## src/rtl/jk_counter_pkg.sv

```systemverilog
// Shared constants and the J/K excitation helper for the JK-cell counter family.
package jk_counter_pkg;

  localparam int unsigned WidthMin = 2;
  localparam int unsigned WidthMax = 16;

  // Command encoded as {J,K}
  typedef enum logic [1:0] {
    HOLD   = 2'b00,
    RESET  = 2'b01,
    SET    = 2'b10,
    TOGGLE = 2'b11
  } jk_cmd_e;

  // Load forces the cell to din; otherwise a counting bit toggles when its T term is set.
  function automatic jk_cmd_e jk_excite(logic load, logic d, logic en, logic t);
    if (load) return d ? SET : RESET;
    return (en && t) ? TOGGLE : HOLD;
  endfunction

endpackage

```

## src/rtl/jk_sync_counter_if.sv

```systemverilog
// Control/status bundle between a counter user (master) and jk_sync_counter (slave).
interface jk_sync_counter_if #(
  parameter int unsigned WIDTH = 4
);
  logic             en;
  logic             up;
  logic             load;
  logic [WIDTH-1:0] din;
  logic [WIDTH-1:0] q;
  logic             tc;

  modport master (output en, up, load, din, input q, tc);
  modport slave  (input en, up, load, din, output q, tc);
endinterface

```

## src/rtl/jk_cell.sv

```systemverilog
// Single JK flip-flop bit with asynchronous active-high clear.
module jk_cell (
  input  logic clk,
  input  logic rst,
  input  logic j,
  input  logic k,
  output logic q
);

  logic q_q;

  always_ff @(posedge clk or posedge rst) begin
    if (rst) begin
      q_q <= 1'b0;
    end else begin
      q_q <= (j & ~q_q) | (~k & q_q);
    end
  end

  assign q = q_q;

endmodule

```

## src/rtl/jk_sync_counter.sv

```systemverilog
// Synchronous up/down counter with parallel load built from jk_cell bits.
// Optional build macro COUNTER_SAT_EN: saturate at the terminal count instead of wrapping.
module jk_sync_counter
  import jk_counter_pkg::*;
#(
  parameter int unsigned WIDTH = 4
) (
  input logic               clk,
  input logic               rst,
  jk_sync_counter_if.slave  bus
);

  logic [WIDTH-1:0] q;
  logic [WIDTH-1:0] t;
  logic             tc;
  jk_cmd_e          cmd [WIDTH];

  // Bit i toggles when all lower bits are 1 (up) or all 0 (down).
  always_comb begin
    logic run;
    t   = '0;
    run = 1'b1;
    for (int i = 0; i < WIDTH; i++) begin
      t[i] = run;
      run  = run & (bus.up ? q[i] : ~q[i]);
    end
`ifdef COUNTER_SAT_EN
    if (tc) t = '0;
`endif
  end

  always_comb begin
    tc = bus.en & (bus.up ? (&q) : ~(|q));
  end

  always_comb begin
    for (int i = 0; i < WIDTH; i++) begin
      cmd[i] = jk_excite(bus.load, bus.din[i], bus.en, t[i]);
    end
  end

  for (genvar i = 0; i < WIDTH; i++) begin : g_cell
    jk_cell u_cell (
      .clk (clk),
      .rst (rst),
      .j   (cmd[i][1]),
      .k   (cmd[i][0]),
      .q   (q[i])
    );
  end

  assign bus.q  = q;
  assign bus.tc = tc;

endmodule

```

## src/flat_wrapper.sv

```systemverilog
// flat-port wrapper written by rule: the top's interface ports become plain ports
module jk_sync_counter_flat import jk_counter_pkg::*;
#(
  parameter int unsigned WIDTH = 4
)
  (clk, rst, bus_en, bus_up, bus_load, bus_din, bus_q, bus_tc);
  jk_sync_counter_if #(.WIDTH(WIDTH)) bus_i ();
  input logic clk;
  input logic rst;
  input wire logic [$bits(bus_i.en)-1:0] bus_en;
  input wire logic [$bits(bus_i.up)-1:0] bus_up;
  input wire logic [$bits(bus_i.load)-1:0] bus_load;
  input wire logic [$bits(bus_i.din)-1:0] bus_din;
  output wire logic [$bits(bus_i.q)-1:0] bus_q;
  output wire logic [$bits(bus_i.tc)-1:0] bus_tc;
  assign bus_i.en = bus_en;
  assign bus_i.up = bus_up;
  assign bus_i.load = bus_load;
  assign bus_i.din = bus_din;
  assign bus_q = bus_i.q;
  assign bus_tc = bus_i.tc;
  jk_sync_counter #(.WIDTH(WIDTH)) u_core (.clk(clk), .rst(rst), .bus(bus_i));
endmodule
```

## config.mk

```make
export PLATFORM = sky130hd
export DESIGN_NAME = jk_sync_counter_flat
export DESIGN_NICKNAME = d
export VERILOG_FILES = /design/src/rtl/jk_counter_pkg.sv /design/src/rtl/jk_sync_counter_if.sv /design/src/rtl/jk_cell.sv /design/src/rtl/jk_sync_counter.sv /design/src/flat_wrapper.sv
export SDC_FILE = /design/constraint.sdc
export NUM_CORES = 1
export LEC_CHECK = 0
export ABC_AREA = 1
export BUFFER_PORTS_ARGS = -buffer_cell sky130_fd_sc_hd__buf_2
export CAP_MARGIN = 20
export CORE_AREA = 2 2 39 41
export DETAILED_ROUTE_END_ITERATION = 16
export DIE_AREA = 0 0 41 43
export GPL_TIMING_DRIVEN = 1
export SYNTH_ARGS = -nofsm -noshare
export SYNTH_HDL_FRONTEND = slang
export SYNTH_SLANG_ARGS = --single-unit
export TNS_END_PERCENT = 5
```

## constraint.sdc

```tcl
create_clock -name clk -period 0.9 [get_ports clk]
set_input_delay 0.18 -clock clk [delete_from_list [all_inputs] [get_ports clk]]
set_output_delay 0.18 -clock clk [all_outputs]
set_load 0.03 [all_outputs]
```

== Word-level counts from Yosys, hierarchy flattened ==
Index checks and enable logic that the tools add are counted.

* Bitwise operators: 24
* Mux-type cells: 21
* Reductions and logical operators: 5

{| class="wikitable"
|+ Operator list
! operator !! number
|-
| 2-to-1 mux 2 bit || 16
|-
| AND 1 bit || 11
|-
| inverter 1 bit || 9
|-
| 2-to-1 mux 1 bit || 5
|-
| OR 1 bit || 4
|-
| AND reduction 4 bit || 1
|-
| OR reduction 4 bit || 1
|-
| logical AND 1 bit || 3
|}

* Word-level logic and storage cells: 54
* Register bits: 4
* Output and inout port bits: 5

== Logic depth before layout (Yosys ltp) ==
* Depth in word-level cells: 10
* Gate-level depth with buffers: 7

== Hierarchy ==
A second synthesis with hierarchy kept.

* Cell total of the unflattened synthesis: 63
* Area, all modules: 345.3 µm²

{| class="wikitable"
|+ By module, submodules not included
! module !! sequential area each (µm²) !! times used !! area each (µm²) !! cells an instance
|-
| jk_cell || 25.0 || 4 || 47.5 || 7
|-
| jk_sync_counter || 0.0 || 1 || 155.1 || 35
|}

== Least setup slack after synthesis ==
Ideal clock, no wire load.

* Path kind: reg-to-output
* From: register u_core.g_cell[0].u_cell.q_q
* To: output port bus_tc
* Arrival: 0.925 ns
* Data required time: 0.720 ns
* Path slack: -0.205 ns
* Cell stages (with the launch flop): 5
* Cells stage by stage: dfrtp_1 > inv_1 > nand3_1 > nand2_2 > o21a_1

* Word-level cells in the longest chain between the ends: 4

{| class="wikitable"
|+ RTL lines
! item !! line !! text
|-
| start: declaration || jk_cell.sv:10 || <nowiki>logic q_q;</nowiki>
|-
| start signal: assignment || jk_cell.sv:16 || <nowiki>q_q <= (j & ~q_q) | (~k & q_q);</nowiki>
|-
| OR reduction 4 bit || jk_sync_counter.sv:33 || <nowiki>tc = bus.en & (bus.up ? (&q) : ~(|q));</nowiki>
|-
| inverter 1 bit || jk_sync_counter.sv:33 ||
|-
| 2-to-1 mux 1 bit (*) || jk_sync_counter.sv:33 ||
|-
| AND 1 bit (*) || jk_sync_counter.sv:33 ||
|-
| end: declaration || flat_wrapper.sv:15 || <nowiki>output wire logic [$bits(bus_i.tc)-1:0] bus_tc;</nowiki>
|}

Every way passes the cells marked *; elsewhere a longest branch is shown, timed or not.

== Worst setup path in the final report ==
* From: register u_core.g_cell[3].u_cell.q_q
* To: output port bus_tc

* Word-level cells in the longest chain between the ends: 4

{| class="wikitable"
|+ RTL lines
! item !! line
|-
| start: declaration || jk_cell.sv:10
|-
| start signal: assignment || jk_cell.sv:16
|-
| OR reduction 4 bit || jk_sync_counter.sv:33
|-
| inverter 1 bit || jk_sync_counter.sv:33
|-
| 2-to-1 mux 1 bit (*) || jk_sync_counter.sv:33
|-
| AND 1 bit (*) || jk_sync_counter.sv:33
|}

Marks and branches as above.

==> results.tsv <==
stage	metric	value	unit
clock_network	Max clock buf depth	2	
yosys	Synth cell types	13	
floorplan	Ports	14	
timing	Hold Vio Cnt, Final	0	
timing	final worst slack	-0.433	ns
final_layout	flip-flop count of the largest register after layout	4	
timing	max-slew violations	0	
floorplan	DIE AREA	1760	um^2
timing	fin crit share	148	%
clock_network	Clock Sink Count	4	
clock_network	TritonCTS Buffers	3	
clock_network	CTS tree	built	
floorplan	Core Footprint	1380	um^2
route	Post-DRT Antenna Nets	0	
yosys	area leader, netlist	dfrtp_1	
yosys	syn nets	57	
grt	grt total ovfl	0	
pwr	leakage	0.308	nW
timing	Worst Skew	0.00203	ns
floorplan	initial core utilization	22.3	%
placement	routability cong.	0.689	
clock_network	Clk Latency, worst-skew pair	0.23	ns
yosys	Seq cells post-synth	4	
min_path	hold path start	bus_din[1]	
clock_network	H-tree depth	1	
placement	IO Port Bufs	13	
worst_setup_path	Crit Path Max Fanout	4	
worst_setup_path	Worst R2R End	u_core.g_cell[3].u_cell.q	
grt	first-pass GRT wire length	1120	um
yosys	top cell type's share of synthesized area	32.4	%
grt	initial antenna violation count	0	
final_layout	n_diodes	0	
route	drt via density	3.97	
timing	RSZ-0062 raised after global routing	yes	
worst_setup_path	Setup CP Type	flop to primary output	
placement	post-DP HPWL	530	um
grt	aggregate global-route resource usage	10.2	%
worst_setup_path	Arr. time, crit path	1.15	ns
route	Vias	349	
pwr	Worst IR Drop VDD	685	uV
grt	largest net degree at the start of global routing	6	
worst_setup_path	worst r2r path cells	9	
status	status	complete, but fails checks	
clock_network	clock slew at reported path FFs	0.04	ns
min_path	worst min path class	primary input to flop	
grt	vias in the first global route	329	
floorplan	Vert. Die Dim	43	um
route	First-pass DRT Iterations	2	
route	drc violations	0	
pwr	total power	0.815	mW
timing	crit path time final	1.33	ns
route	wirelength, routed	723	um
min_path	hold endpoint	u_core.g_cell[1].u_cell.q	
worst_setup_path	Worst setup EP type	primary output	
status	failing checks	negative setup slack	
timing	Fmax	750	MHz
final_layout	fin nets	83	
timing	setup TNS	-2.13	ns
worst_setup_path	CP startpoint kind	flop	
pwr	Cell Pwr Density	1480	nW/um^2
job	Max Cap Viol	0	
timing	final setup fails	8	
worst_setup_path	R2R setup slack	-0.29	ns
route	DR WL/cell	8.22	um
floorplan	FP Rows	14	
yosys	Synth area leaders	dfrtp_1 (32%), nand2_1 (22%), nand3_1 (9.7%)	
worst_setup_path	worst reg2reg startpoint	u_core.g_cell[1].u_cell.q	
min_path	hold-critical path depth	3	
final_layout	Layout area overhead	77.7	%
clock_network	CTS root buf	clkbuf_4	
timing	Least-Margin Pin Slew	0.148	ns
yosys	Post-Synthesis Cells	48	
route	DRT iter0 DRCs	2	
yosys	sequential-to-total area share from yosys stat	32.4	%
timing	Max-slew headroom	90.1	%
yosys	Mapped Avg Cell Area	6.44	um^2
floorplan	Die W	41	um
yosys	Syn Std Cell Area	309	um^2
worst_setup_path	CP required	0.72	ns
yosys	Yosys warning total	0	
final_layout	share of layout cells above drive strength 1	51.4	%
cells in the final DEF, fill, tap and decap left out:
master	count
nand3_1	5
nand4_1	1
buf_6	6
xnor2_2	1
clkbuf_4	3
nand2_2	4
nor3_2	1
nand3_2	1
a21oi_1	1
nor2_2	1
inv_1	6
dlygate4sd3_1	1
o21a_4	1
buf_4	10
buf_2	8
xor2_1	1
dfrtp_1	4
nand2_1	15
nor2_1	1
inv_2	1
routing by layer:
metal  routed length, um  up-vias  track usage, %
met2                 367       11            14.7
met3                  32        4            3.14
met5                   0        -               0
li1                    -      192               -
met4                  25        0            12.0
met1                 298      142            9.77
final cells by class:
class,count,area [um^2]
fillers,144,835
repair buffers,25,193
multi-input cells,33,188
flip-flops and latches,4,100
inverters,7,26.3
clock buffers,3,22.5
well taps,16,20.0
how the worst max path moves through the flow:
stage | start | endpoint | slack (ns) | depth (start not counted)
2_1_floorplan | u_core.g_cell[0].u_cell.q | bus_tc | -0.1 | 4
3_3_place_gp | u_core.g_cell[2].u_cell.q | bus_tc | -0.23 | 4
3_5_place_dp | u_core.g_cell[2].u_cell.q | bus_tc | -0.24 | 5
4_1_cts | u_core.g_cell[0].u_cell.q | bus_tc | -0.44 | 4
5_1_grt | u_core.g_cell[3].u_cell.q | bus_tc | -0.47 | 4
6_report | u_core.g_cell[3].u_cell.q | bus_tc | -0.43 | 4
cells by family (layout without fill, tap and decap cells):
logic type	count (synthesis)	after routing	synth area share [%]
AND/OR/NAND/NOR	29	29	39.7
flip-flops	4	4	32.4
AO/OA/AOI/OAI	2	2	4.05
buffers and inverters	11	35	18.2
XOR/XNOR	2	2	5.67
where the power goes:
part | switching [mW] | total, mW | internal, mW
logic | 0.181 | 0.370 | 0.189
registers | 0.0249 | 0.229 | 0.204
clock network | 0.0680 | 0.217 | 0.149
through the flow:
step	instances	hold slack, ns	util [%]	setup WS, ns	cell area, um^2
3_5_place_dp	78	0.0639	29.9	-0.244	414
5_1_grt	88	0.140	39.7	-0.474	549
2_1_floorplan	48	-0.0539	-	-0.0984	322
6_report	88	0.148	39.7	-0.433	549
3_3_place_gp	78	0.0673	29.9	-0.235	414
4_1_cts	85	0.142	37.3	-0.438	517
synthesized netlist by cell type:
cell type  count
nor3_1         1
o21a_1         1
nand2_2        1
inv_1          7
nand2_1       18
nand4_1        1
nand3_1        6
xnor2_1        1
nor2_1         2
xor2_1         1
a21oi_1        1
buf_4          4
dfrtp_1        4
critical path: stages (launching register included):
cell	delay, ns
dfrtp_1	0.41
buf_4	0.15
nor2_2	0.11
o21a_4	0.13
buf_6	0.12
what timing repair did:
action                     in CTS  in global routing
setup endpoints to repair       8                  9
hold endpoints to repair        4                  0
buffers inserted                3                  3
pin swaps                       4                  1
hold buffers                    1                  0
gates resized for setup        15                  3
No activity file was read; power rests on OpenSTA's default activity.
